<file path="src/rtl/vslc_fetch_queue.sv">
// vslc_fetch_queue: sits between the SPI EEPROM byte reader and the stack-machine
// executor. Parses the 4-byte program header, buffers instruction bytes (tagged
// with an end-of-scan flag) in a small FIFO and requests reader restarts at scan
// wrap and after an overflow (replaying from the first dropped byte).
module vslc_fetch_queue #(
   parameter int DEPTH  = 4,
   parameter int ADDR_W = 10
) (
   input  logic                           clk,
   input  logic                           rst_n,
   input  logic                           byte_valid,
   input  logic [7:0]                     byte_data,
   input  logic [15:0]                    byte_addr,
   output logic                           restart_req,
   output logic [15:0]                    fetch_addr,
   output logic                           prog_valid,
   output logic                           hdr_err,
   output logic                           overflow,
   output logic                           instr_valid,
   output logic [7:0]                     instr,
   output logic                           instr_last,
   input  logic                           instr_ready,
   output logic                           scan_done,
   output logic [$clog2(DEPTH+1)-1:0]     level
);

   localparam int LVL_W = $clog2(DEPTH + 1);
   localparam int PTR_W = $clog2(DEPTH);
   localparam int HI_W  = ADDR_W - 8;
   localparam logic [LVL_W-1:0] FULL_LVL = LVL_W'(DEPTH);

   typedef enum logic [1:0] {
      ST_HDR  = 2'd0,
      ST_SEEK = 2'd1,
      ST_RUN  = 2'd2
   } state_t;

   // Assemble an ADDR_W header field from its high and low bytes, zero-extended to 16 bits.
   function automatic logic [15:0] hdr_field(input logic [HI_W-1:0] hi, input logic [7:0] lo);
      logic [15:0] f;
      f = 16'h0000;
      f[ADDR_W-1:0] = {hi, lo};
      return f;
   endfunction

   state_t            state_r;
   logic [HI_W-1:0]   hdr0_r;
   logic [7:0]        hdr1_r;
   logic [HI_W-1:0]   hdr2_r;
   logic [15:0]       start_r;
   logic [15:0]       end_r;

   logic [8:0]        mem_r [DEPTH];
   logic [PTR_W-1:0]  wr_ptr_r;
   logic [PTR_W-1:0]  rd_ptr_r;
   logic [LVL_W-1:0]  level_r;

   logic              pop_s;
   logic              take_s;
   logic              push_s;
   logic              drop_s;
   logic              last_s;
   logic              hdr_done_s;
   logic [15:0]       hdr_start_s;
   logic [15:0]       hdr_end_s;
   logic              hdr_good_s;

   assign instr_valid = (level_r != {LVL_W{1'b0}});
   assign instr       = mem_r[rd_ptr_r][7:0];
   assign instr_last  = mem_r[rd_ptr_r][8];
   assign level       = level_r;

   // Decode this cycle's byte: whether it is taken, pushed or dropped, and header evaluation.
   always_comb begin
      pop_s  = instr_valid && instr_ready;
      take_s = 1'b0;
      case (state_r)
         ST_HDR:  take_s = 1'b0;
         ST_SEEK: take_s = byte_valid && (byte_addr == fetch_addr);
         ST_RUN:  take_s = byte_valid;
         default: take_s = 1'b0;
      endcase
      // A full FIFO still accepts the byte when the head leaves in the same cycle.
      if (level_r != FULL_LVL) begin
         push_s = take_s;
         drop_s = 1'b0;
      end else begin
         push_s = take_s && pop_s;
         drop_s = take_s && !pop_s;
      end
      last_s      = (byte_addr == end_r);
      hdr_done_s  = (state_r == ST_HDR) && byte_valid && (byte_addr == 16'd3);
      hdr_start_s = hdr_field(hdr0_r, hdr1_r);
      hdr_end_s   = hdr_field(hdr2_r, byte_data);
      hdr_good_s  = (hdr_end_s != 16'h0000) && (hdr_start_s <= hdr_end_s);
   end

   // FIFO storage, pointers and exact occupancy.
   always_ff @(posedge clk or negedge rst_n) begin
      if (!rst_n) begin
         for (int i = 0; i < DEPTH; i++) begin
            mem_r[i] <= 9'h000;
         end
         wr_ptr_r <= {PTR_W{1'b0}};
         rd_ptr_r <= {PTR_W{1'b0}};
         level_r  <= {LVL_W{1'b0}};
      end else begin
         if (push_s) begin
            mem_r[wr_ptr_r] <= {last_s, byte_data};
            wr_ptr_r        <= wr_ptr_r + PTR_W'(1);
         end
         if (pop_s) begin
            rd_ptr_r <= rd_ptr_r + PTR_W'(1);
         end
         case ({push_s, pop_s})
            2'b10:   level_r <= level_r + LVL_W'(1);
            2'b01:   level_r <= level_r - LVL_W'(1);
            default: level_r <= level_r;
         endcase
      end
   end

   // Header parse / seek / run sequencing with registered status and restart outputs.
   always_ff @(posedge clk or negedge rst_n) begin
      if (!rst_n) begin
         state_r     <= ST_HDR;
         hdr0_r      <= {HI_W{1'b0}};
         hdr1_r      <= 8'h00;
         hdr2_r      <= {HI_W{1'b0}};
         start_r     <= 16'h0000;
         end_r       <= 16'h0000;
         restart_req <= 1'b0;
         fetch_addr  <= 16'h0000;
         prog_valid  <= 1'b0;
         hdr_err     <= 1'b0;
         overflow    <= 1'b0;
         scan_done   <= 1'b0;
      end else begin
         restart_req <= 1'b0;
         scan_done   <= pop_s && instr_last;
         case (state_r)
            ST_HDR: begin
               if (byte_valid && (byte_addr == 16'd0)) begin
                  hdr0_r <= byte_data[HI_W-1:0];
               end else if (byte_valid && (byte_addr == 16'd1)) begin
                  hdr1_r <= byte_data;
               end else if (byte_valid && (byte_addr == 16'd2)) begin
                  hdr2_r <= byte_data[HI_W-1:0];
               end else begin
                  hdr0_r <= hdr0_r;
               end
               if (hdr_done_s && hdr_good_s) begin
                  start_r     <= hdr_start_s;
                  end_r       <= hdr_end_s;
                  prog_valid  <= 1'b1;
                  hdr_err     <= 1'b0;
                  fetch_addr  <= hdr_start_s;
                  restart_req <= 1'b1;
                  state_r     <= ST_SEEK;
               end else if (hdr_done_s) begin
                  // Rejected header: rewind the reader to address 0 and parse again.
                  prog_valid  <= 1'b0;
                  hdr_err     <= 1'b1;
                  fetch_addr  <= 16'h0000;
                  restart_req <= 1'b1;
                  state_r     <= ST_HDR;
               end else begin
                  state_r <= ST_HDR;
               end
            end
            ST_SEEK, ST_RUN: begin
               if (drop_s) begin
                  // Replay from the first byte that did not fit.
                  overflow    <= 1'b1;
                  fetch_addr  <= byte_addr;
                  restart_req <= 1'b1;
                  state_r     <= ST_SEEK;
               end else if (push_s && last_s) begin
                  // Scan complete: wrap the reader back to the program start.
                  fetch_addr  <= start_r;
                  restart_req <= 1'b1;
                  state_r     <= ST_SEEK;
               end else if (push_s) begin
                  state_r <= ST_RUN;
               end else begin
                  state_r <= state_r;
               end
            end
            default: begin
               state_r <= ST_HDR;
            end
         endcase
      end
   end

endmodule

</file>
<file path="config.mk">
export PLATFORM = sky130hd
export DESIGN_NAME = vslc_fetch_queue
export DESIGN_NICKNAME = d
export VERILOG_FILES = /design/src/rtl/vslc_fetch_queue.sv
export SDC_FILE = /design/constraint.sdc
export NUM_CORES = 1
export LEC_CHECK = 0
export ABC_AREA = 1
export ABC_CLOCK_PERIOD_IN_PS = 5500
export CAP_MARGIN = 20
export CORE_MARGIN = 2
export CORE_UTILIZATION = 45
export DETAILED_ROUTE_END_ITERATION = 10
export GPL_TIMING_DRIVEN = 1
export HOLD_SLACK_MARGIN = 0.15
export PLACE_DENSITY_LB_ADDON = 0.15
export SYNTH_ARGS = -nofsm -noshare
export SYNTH_HDL_FRONTEND = slang
export SYNTH_SLANG_ARGS = --single-unit
</file>
<file path="constraint.sdc">
create_clock -name clk -period 5.5 [get_ports clk]
set_clock_uncertainty 0.2 [all_clocks]
set_input_delay 1.1 -clock clk [delete_from_list [all_inputs] [get_ports clk]]
set_output_delay 1.1 -clock clk [all_outputs]
set_load 0.03 [all_outputs]
</file>
Yosys cells after proc, flatten, opt, wreduce, memory -nomap -nowiden
Cells that the tools add are included.

word-level totals
  memories = 0
  flip-flop bits (word level) = 98
  memory bits (read-only) = 0
  memory bits (writable) = 0
  bits in latches = 0
  input bits = 28
  word-level logic and storage cells = 103

operators by class
  order comparisons = 4
  mux-type cells = 29
  multiply operators = 0
  divide/modulo/power cells = 0
  reductions and logical operators = 30
  eq/ne operators = 13
  $add $sub $neg = 4
  shift operators = 0
  bitwise logic cells = 4

operators by type and width
  kind                                                       number
  2-to-1 mux 16 bit                                          4
  bitwise mux 36 bit                                         1
  equality test 16 x 2 -> 1 bit (second input constant)      2
  case mux 16 bit (2 select lines)                           1
  2-to-1 mux 9 bit                                           3
  binary-select mux 9 bit (select 2 bit)                     1
  demux 9 bit (select 2 bit)                                 1
  equality test 16 x 1 -> 1 bit (second input constant)      1
  equality test 16 x 10 -> 1 bit                             1
  equality test 16 bit                                       1
  logical NOT 16 bit                                         1
  logical AND 1 bit                                          14
  2-to-1 mux 1 bit                                           11
  less-or-equal comparator 10 bit                            1
  nonzero test 10 bit                                        1
  AND reduction 2 bit                                        4
  greater-or-equal comparator 3 bit (second input constant)  2
  2-to-1 mux 2 bit                                           3
  != test 3 bit (second input constant)                      2
  inverter 2 -> 3 bit                                        2
  case mux 3 bit (2 select lines)                            1
  AND reduction 3 bit                                        2
  nonzero test 2 bit                                         3
  adder 2 x 1 -> 2 bit (second input constant)               2
  15 further kinds                                           19

Longest topological paths before layout
Gate-level depths: netlist of run 1.

  depth in word-level cells = 9
  gate-level depth with buffers = 16
  mapped depth without buffers = 16

Worst setup path after synthesis of run 1
OpenSTA, ideal clock, no wires.

  path kind = in2reg
  from = input byte_data[7]
  to = register fetch_addr[0]
  slack = 2.608 ns
  buffers on the path = 1
  data arrival time = 2.626 ns
  stages on the path = 15
  data required time = 5.235 ns
  cell sequence = inv_1 ha_1 nand2_1 nor2_1 nand4_1 nor2_1 nand2_1 nand2_1 clkbuf_1 nand3_1 nand2_1 inv_1 nor2_1 nand2_1 nand2_1

on the way
  word-level cells in the longest chain between the ends = 5

ends and longest elaborated chain
  item                                                                                      line  source
  from (decl)                                                                               12    input logic [7:0] byte_data,
  less-or-equal comparator 10 bit or nonzero test 10 bit (tied branches)                    95    hdr_good_s = (hdr_end_s != 16'h0000) && (hdr_start_s <= hdr_end_s);
  logical AND 1 bit (*)                                                                     95
  logical AND 1 bit (*)                                                                     152   if (hdr_done_s && hdr_good_s) begin
  != test 3 x 2 -> 1 bit (no source line) or 2-to-1 mux 16 bit (tied branches)              --
  AND reduction 3 bit (no source line) or case mux 16 bit (2 select lines) (tied branches)  --
  to (signal assigned)                                                                      157   fetch_addr <= hdr_start_s;
  to (signal assigned)                                                                      175   fetch_addr <= byte_addr;
  to (signal assigned)                                                                      180   fetch_addr <= start_r;
  to (decl)                                                                                 15    output logic [15:0] fetch_addr,

Mark *: on every way between the ends. The rest lies on a longest branch, timed or not.
A chain may end at the register's enable or synchronous reset.

Worst setup path after layout of run 1
  from = register rd_ptr_r[0]
  to = output instr_last

on the way
  word-level cells in the longest chain between the ends = 4

ends and longest elaborated chain
  item                                                 line  source
  from (decl)                                          55    logic [PTR_W-1:0] rd_ptr_r;
  from (signal assigned)                               105   rd_ptr_r <= {PTR_W{1'b0}};
  from (signal assigned)                               113   rd_ptr_r <= rd_ptr_r + PTR_W'(1);
  inverter 2 -> 3 bit (not written as such)            70    assign instr_last = mem_r[rd_ptr_r][8];
  binary-select mux 9 bit (select 2 bit)               70
  2-to-1 mux 9 bit (not written as such) (2 in a row)  70
  to (decl)                                            21    output logic instr_last,

Every way passes these cells. The select of a mux whose other input is x is not followed.

==> results.json, run 1 <==
{
  "core_area_sq_um": 11900,
  "rows": 40,
  "die_h_microns": 114,
  "drt-met1-wl_mm": 6.52,
  "antenna_found_initial": 0,
  "synth_cell_types": 35,
  "fin_nets": 797,
  "dr.max_layer_used": "met4",
  "routedWlPerCell_microns": 15.3,
  "mostFrequentLayoutCells": "nand2_1, dfrtp_1, inv_1, nor2_1, clkdlybuf4s50_1",
  "switchingPower_mw": 0.658,
  "avgSynthCellArea_sq_um": 7.74,
  "num_antenna_cells": 0,
  "die_w_microns": 114,
  "max_freq_mhz": 251,
  "port-buffer-count": 61,
  "drive_gt1_share_pct": 6.11,
  "firstDrtPassIters": 6,
  "critical_path_arrival_ps": 2680,
  "critPathCaptureType": "primary output",
  "path_clk_slew_ps": 70,
  "area_growth_pct": 17.3,
  "power_switching_share_pct": 34.3,
  "wl_met2_mm": 6.28,
  "die_area_sq_um": 12900,
  "holdWs_ps": 275,
  "cts_num_sinks": 98,
  "grt_pass1_vias": 4674,
  "finalHoldViolations": 0,
  "cts_resized": 0,
  "vias": 4689,
  "post-cts-setup-buffer-count": 0,
  "root_buffer": "clkbuf_16",
  "powerDensity_nw_per_um2": 303,
  "cap_violations": 0,
  "wirelength_mm": 13.8,
  "clkLatencyLatePin_ps": 340,
  "routed_via_density": 5.21,
  "leakage_nw": 3.12,
  "start_util_pct": 45.5,
  "drcViolationCount": 0,
  "place.gp.congestion": 0.917,
  "total_power_mw": 1.92,
  "status": "completed",
  "fillerInstances": 1124,
  "cts_tree": "built",
  "power_frac_seq_pct": 41.3,
  "slew-limit-headroom_pct": 39.0,
  "ioPinCount": 62,
  "ctsHoldBuffers": 0,
  "overflow": 0,
  "holdPathStages": 2,
  "min_path_type": "flip-flop to flip-flop",
  "cp_data_required_time_ps": 4200,
  "clock_path_buffers": 2,
  "wl_met3_microns": 611,
  "clockPowerShare_pct": 30.4,
  "reg2reg_depth": 8,
  "syn_area_sq_um": 5400,
  "ys_seq_area_share_pct": 45.4,
  "synth_nets": 745,
  "fin_crit_sh_pct": 72.4,
  "netlist_instances": 698,
  "crit_fanout": 21,
  "ant_nets": 0,
  "fin_crit_ps": 3980,
  "drt_iter0_drc": 293,
  "slew_violations": 0,
  "ys_seq_elements": 98,
  "rsz0062_at_grt": "false",
  "grtUsageTotal_pct": 22.7,
  "grt_max_degree": 62,
  "internal_power_mw": 1.26,
  "grt_pass1_wl_mm": 23.3,
  "critical_path_class": "flip-flop to primary output",
  "tightest_slew_ps": 913,
  "numCtsBuffers": 9,
  "combPwrFrac_pct": 28.3,
  "ir_drop_uv": 232,
  "finalSetupTns_ps": 0,
  "finalSetupViolations": 0,
  "dp_hpwl_mm": 9.91,
  "start_kind": "flip-flop",
  "ys_warn_count": 0,
  "htreeDepth": 3,
  "final_common_cell": "nand2_1"
}
critical path, cell delays in order (launching register included):
cell and delay [ps]:
dfrtp_1 730, inv_1 480, a21oi_1 230, o21ai_0 120
nand2_1 110, clkdlybuf4s50_1 670
cells by family after synthesis:
family	synth area share (%)
xor+xnor	2.11
fa+ha+maj	4.54
simple gates	27.8
compound gates	12.1
flops	45.4
buf+inv	7.99
Yosys cell counts (all sizes together):
cell	number	share of area [%]
ha	18	4.2
xnor2	2	0.32
clkbuf	12	0.83
xor2	11	1.8
nand2	229	17
nor3	5	0.65
o21ai	86	8.7
a21oi	19	2.0
o21a	1	0.14
or2	2	0.23
inv	81	5.6
nor4	2	0.51
dfrtp	98	45
o211ai	2	0.28
nor2	66	4.9
fa	1	0.37
nand4	13	1.5
o22ai	8	0.93
a22oi	1	0.14
nand3	31	3.2
buf	9	1.5
nor3b	1	0.14
per-layer routing:
layer | GRT usage [%] | vias to the layer above
met1 | 31.5 | 2207
met5 | 0 | -
li1 | - | 2336
met2 | 36.6 | 121
met4 | 8.46 | 0
met3 | 3.03 | 25
final cells by class:
cell class | instances | area, sq um | area share, %
clock buffer | 11 | 243 | 3.83
inverter | 81 | 304 | 4.80
clock inverter | 3 | 17.5 | 0.277
multi-input combinational | 498 | 2520 | 39.7
tap | 147 | 184 | 2.90
timing repair buffer | 62 | 616 | 9.72
sequential | 98 | 2450 | 38.7
stage by stage:
stage	cell area, sq um	utilization [%]	setup WS [ps]	instances
2_1_floorplan	5400	-	2610	698
3_3_place_gp	6070	51.2	1440	886
3_5_place_dp	6070	51.2	1310	886
4_1_cts	6330	53.4	1540	900
5_1_grt	6330	53.4	1330	900
6_report	6330	53.4	1520	900
sequential cells by signal, indices dropped and copies added, names as in the netlist:
| signal | count |
|---|---|
| hdr1_r | 8 |
| hdr2_r | 2 |
| hdr0_r | 2 |
| wr_ptr_r | 2 |
| mem_r | 36 |
| level | 3 |
| hdr_err | 1 |
| end_r | 10 |
| scan_done | 1 |
| restart_req | 1 |
| state_r | 2 |
| prog_valid | 1 |
| rd_ptr_r | 2 |
| overflow | 1 |
| start_r | 10 |
| fetch_addr | 16 |
worst paths after layout:
path,slack (ps),to,from
min in group asynchronous,620,fetch_addr[2]$_DFFE_PN0P_,rst_n
max in group asynchronous,3430,mem_r[3]$_DFFE_PN0P_,rst_n
max,1520,instr_last,rd_ptr_r[0]$_DFFE_PN0P_
min reg2reg,270,start_r[5]$_DFFE_PN0P_,start_r[5]$_DFFE_PN0P_
max reg2reg,2420,end_r[3]$_DFFE_PN0P_,state_r[0]$_DFFE_PN0P_
min,270,start_r[5]$_DFFE_PN0P_,start_r[5]$_DFFE_PN0P_
power by group through the flow:
stage / Combinational, mW / Sequential (mW) / Clock, mW
6_report: 0.543 / 0.793 / 0.585
5_1_grt: 0.593 / 0.799 / 0.620
4_1_cts: 0.549 / 0.793 / 0.599
3_5_place_dp: 0.545 / 0.806 / 0
3_3_place_gp: 0.543 / 0.809 / 0
2_1_floorplan: 0.323 / 0.804 / 0
Note: power is estimated with default switching activity, not from simulation.
==> inputs of run 2 (changes only) <==
ABC_CLOCK_PERIOD_IN_PS = 3970   (was 5500)
clock period = 3.97 ns   (was 5.5 ns; I/O delays follow)
==> run 2 against run 1 <==
First-iteration DRC count fell by 2.0%. Sequential share of layout area decreased by 0.78 points. Count of clock-buffer cells in the layout rose by 1. Wire length increased by 0.61%.
==> results.json, run 2 (synthesis results as in run 1) <==
{
  "mostFrequentLayoutCells": "nand2_1, dfrtp_1, inv_1, nor2_1, clkdlybuf4s50_1",
  "routed_via_density": 5.20,
  "num_antenna_cells": 0,
  "drcViolationCount": 0,
  "holdPathStages": 1,
  "overflow": 0,
  "powerDensity_nw_per_um2": 426,
  "routedWlPerCell_microns": 15.2,
  "critical_path_class": "flip-flop to primary output",
  "ioPinCount": 62,
  "path_clk_slew_ps": 70,
  "clock_path_buffers": 2,
  "min_path_type": "flip-flop to flip-flop",
  "place.gp.congestion": 0.874,
  "reg2reg_depth": 10,
  "tightest_slew_ps": 622,
  "rsz0062_at_grt": "false",
  "area_growth_pct": 19.7,
  "start_kind": "flip-flop",
  "ant_nets": 0,
  "drive_gt1_share_pct": 7.46,
  "vias": 4735,
  "ir_drop_uv": 441,
  "leakage_nw": 3.19,
  "max_freq_mhz": 285,
  "cts_tree": "built",
  "finalSetupTns_ps": 0,
  "min_from": "overflow$_DFFE_PN0P_",
  "start_util_pct": 45.5,
  "cts_num_sinks": 98,
  "critical_path_arrival_ps": 2510,
  "htreeDepth": 3,
  "slew_violations": 0,
  "critPathCaptureType": "primary output",
  "hold_end": "overflow$_DFFE_PN0P_",
  "rows": 40,
  "fin_nets": 806,
  "antenna_found_initial": 0,
  "crit_fanout": 21,
  "core_area_sq_um": 11900,
  "grtUsageTotal_pct": 22.7,
  "largest_reg_flops": 36,
  "largest_register": "mem_r",
  "cp_data_required_time_ps": 2980,
  "cap_violations": 0,
  "grt_pass1_vias": 4637,
  "cts_resized": 0,
  "reg_top3": "mem_r x36, fetch_addr x16",
  "placedInstanceArea_sq_um": 6120,
  "fin_crit_sh_pct": 88.3,
  "status": "completed",
  "r2r_slack_ps": 1370,
  "rr_startpoint": "state_r[0]$_DFFE_PN0P_",
  "grt_pass1_wl_mm": 23.1,
  "finalSetupViolations": 0,
  "fin_crit_ps": 3510,
  "die_area_sq_um": 12900,
  "die_h_microns": 114,
  "finalInstanceArea_sq_um": 6460,
  "numCtsBuffers": 9,
  "post-cts-setup-buffer-count": 0,
  "root_buffer": "clkbuf_16",
  "final_common_cell": "nand2_1",
  "dp_hpwl_mm": 9.82,
  "port-buffer-count": 61,
  "r2r_end": "end_r[4]$_DFFE_PN0P_",
  "wirelength_mm": 13.8,
  "firstDrtPassIters": 5,
  "clkLatencyLatePin_ps": 350,
  "ctsHoldBuffers": 0,
  "grt_max_degree": 88,
  "drt_iter0_drc": 287,
  "die_w_microns": 114,
  "slew-limit-headroom_pct": 58.5,
  "finalHoldViolations": 0
}
## run 2: final cells by class
class	count	area, sq um
flip-flops and latches	98	2450
repair buffers	71	706
clock inverters	4	33.8
well taps	147	184
clock buffers	12	267
multi-input cells	498	2520
fillers	1103	5400
inverters	81	304
## run 2: where the power goes
part	leakage [nW]	total [mW]	switching, mW	internal [mW]
clock	0.145	0.880	0.399	0.481
combinational	1.72	0.800	0.502	0.298
sequential	1.32	1.07	0.0430	1.03
total	3.19	2.75	0.944	1.81
## run 2: per-stage QoR
stage | power (mW) | worst slack (ps) | hold slack, ps | util, % | instances
floorplan | 1.56 | 1380 | 242 | - | 698
global placement | 1.88 | 559 | 256 | 51.6 | 893
detailed placement | 1.89 | 482 | 261 | 51.6 | 893
CTS | 2.77 | 448 | 276 | 54.2 | 909
global route | 2.89 | 342 | 288 | 54.5 | 911
finish | 2.75 | 463 | 271 | 54.5 | 911
## run 2: how the worst max path moves through the flow
stage	start	end	slack (ps)	depth (start not counted)
floorplan	byte_data[7]	fetch_addr[0]$_DFFE_PN0P_	1380	15
global placement	byte_addr[0]	fetch_addr[3]$_DFFE_PN0P_	560	15
detailed placement	byte_data[3]	end_r[4]$_DFFE_PN0P_	480	12
CTS	rd_ptr_r[0]$_DFFE_PN0P_	instr[5]	450	5
global route	rd_ptr_r[0]$_DFFE_PN0P_	instr[5]	340	5
finish	rd_ptr_r[0]$_DFFE_PN0P_	instr[5]	460	5
## run 2: critical path: stages, from the launching register on
cell and delay [ps]:
dfrtp_1 360, buf_4 190, inv_1 480, o21ai_0 150
o22ai_1 240, clkdlybuf4s50_1 730
## run 2: per-layer routing
metal | global-route usage (%) | part of all wire [%] | vias up
li1 | - | - | 2348
met1 | 31.5 | 46 | 2208
met2 | 35.9 | 46 | 159
met3 | 4.41 | 5.8 | 20
met4 | 8.05 | 1.7 | 0
met5 | 0 | 0 | -
==> inputs of run 3 (changes only) <==
CAP_MARGIN = 25   (was 20)
SLEW_MARGIN = 15   (was default)
==> run 3 against run 2 <==
Register-to-register slack improved by 30 ps. Worst setup slack got worse by 16 ps. Total power is 2.1% higher. Cell count is 0.11% lower. First-iteration DRC count increased by 4.5%. Largest power group unchanged. Design area increased by 0.19%. Via count fell by 0.78%. Largest cell class unchanged. Global-route usage down 0.42 points.
==> results.json, run 3 (synthesis results as in run 1) <==
{
  "routed_via_density": 5.16,
  "largest_register": "mem_r",
  "cap_violations": 0,
  "ir_drop_uv": 337,
  "antenna_found_initial": 0,
  "fin_crit_ps": 3520,
  "grt_pass1_vias": 4487,
  "postLayoutCoreUtil_pct": 54.6,
  "ioPinCount": 62,
  "ctsHoldBuffers": 0,
  "die_w_microns": 114,
  "cp_data_required_time_ps": 2980,
  "largest_reg_flops": 36,
  "grt_pass1_wl_mm": 22.6,
  "wirelength_mm": 13.6,
  "fillerInstances": 1127,
  "critPathCaptureType": "primary output",
  "slew-limit-headroom_pct": 58.6,
  "critPathSlowestCell": "clkdlybuf4s50_1",
  "grtUsageTotal_pct": 22.3,
  "post-cts-setup-buffer-count": 0,
  "mostFrequentLayoutCells": "nand2_1, dfrtp_1, inv_1, nor2_1, clkdlybuf4s50_1",
  "fin_crit_sh_pct": 88.8,
  "cts_resized": 0,
  "drt_iter0_drc": 300,
  "crit_family": "buffers and inverters",
  "min_path_type": "input pin to asynchronous set/reset pin",
  "clock_path_buffers": 2,
  "root_buffer": "clkbuf_16",
  "vias": 4698,
  "start_util_pct": 45.5,
  "finalHoldViolations": 0,
  "dp_cells": 894,
  "critical_path_class": "flip-flop to primary output",
  "die_h_microns": 114,
  "r2r_slack_ps": 1400,
  "finalSetupTns_ps": 0,
  "crit_fanout": 21,
  "overflow": 0,
  "crit_chain": "buf_4 > inv_1 > o21ai_0 > o22ai_1 > clkdlybuf4s50_1",
  "critical_path_arrival_ps": 2530,
  "finalInstanceArea_sq_um": 6470,
  "die_area_sq_um": 12900,
  "place.gp.congestion": 0.874,
  "finalWorstSetupSlack_ps": 447,
  "critical_path_depth": 5,
  "reg_top3": "mem_r x36, fetch_addr x16",
  "placedInstanceArea_sq_um": 6150,
  "path_clk_slew_ps": 70,
  "max_freq_mhz": 284,
  "clkLatencyLatePin_ps": 350,
  "routedWlPerCell_microns": 14.9,
  "final_common_cell": "nand2_1",
  "fin_nets": 805,
  "crit_path_start": "rd_ptr_r[0]$_DFFE_PN0P_",
  "drcViolationCount": 0,
  "num_antenna_cells": 0,
  "rows": 40,
  "leakage_nw": 3.20,
  "port-buffer-count": 61,
  "finalSetupViolations": 0,
  "slew_violations": 0,
  "grt_max_degree": 57,
  "stdcell_count": 910,
  "dp_hpwl_mm": 9.89,
  "status": "completed",
  "start_kind": "flip-flop",
  "core_area_sq_um": 11900,
  "rr_startpoint": "state_r[0]$_DFFE_PN0P_",
  "crit_buf_inv": 3,
  "htreeDepth": 3,
  "drive_gt1_share_pct": 7.47,
  "dp_worst_setup_slack_ps": 463,
  "tightest_slew_ps": 620,
  "firstDrtPassIters": 5,
  "reg2reg_depth": 10,
  "numCtsBuffers": 9,
  "ant_nets": 0,
  "cpPeakStageDelay_ps": 730,
  "powerDensity_nw_per_um2": 434,
  "area_growth_pct": 19.9,
  "rsz0062_at_grt": "false",
  "cts_num_sinks": 98,
  "cts_tree": "built"
}
[run 3: changes by cell type in the layout (fill, tap and decap cells not counted), sizes merged]
| cell | before | now |
|---|---|---|
| bufinv | 0 | 1 |
| clkinvlp | 1 | 0 |
| dlygate4sd3 | 1 | 0 |
[run 3: final timing paths]
path,end
min,fetch_addr[7]$_DFFE_PN0P_
max reg2reg,end_r[4]$_DFFE_PN0P_
min reg2reg,overflow$_DFFE_PN0P_
max in group asynchronous,mem_r[3]$_DFFE_PN0P_
min in group clk,overflow$_DFFE_PN0P_
max,instr[5]
[run 3: cell type report]
class / count / area, sq um / area share, %
multi-input combinational: 498 / 2520 / 38.9
sequential: 98 / 2450 / 37.9
timing repair buffer: 70 / 696 / 10.7
inverter: 81 / 304 / 4.70
clock buffer: 12 / 267 / 4.12
tap: 147 / 184 / 2.84
clock inverter: 4 / 56.3 / 0.870
[run 3: metrics by stage]
stage / hold WS, ps / power (mW)
2_1_floorplan: 242 / 1.56
3_3_place_gp: 256 / 1.88
3_5_place_dp: 262 / 1.89
4_1_cts: 203 / 2.83
5_1_grt: 227 / 2.94
6_report: 190 / 2.81
[run 3: metal layers]
metal	part of all wire, %	vias up	track usage, %
li1	-	2349	-
met1	47	2200	30.5
met2	47	123	35.7
met3	4.6	26	3.83
met4	2.1	0	8.78
met5	0	-	0
[run 3: power breakdown]
| group | total [mW] | internal [mW] | switching, mW |
|---|---|---|---|
| Combinational | 0.798 | 0.297 | 0.501 |
| Sequential | 1.07 | 1.03 | 0.0440 |
| Clock | 0.939 | 0.545 | 0.394 |
| Total | 2.81 | 1.87 | 0.939 |
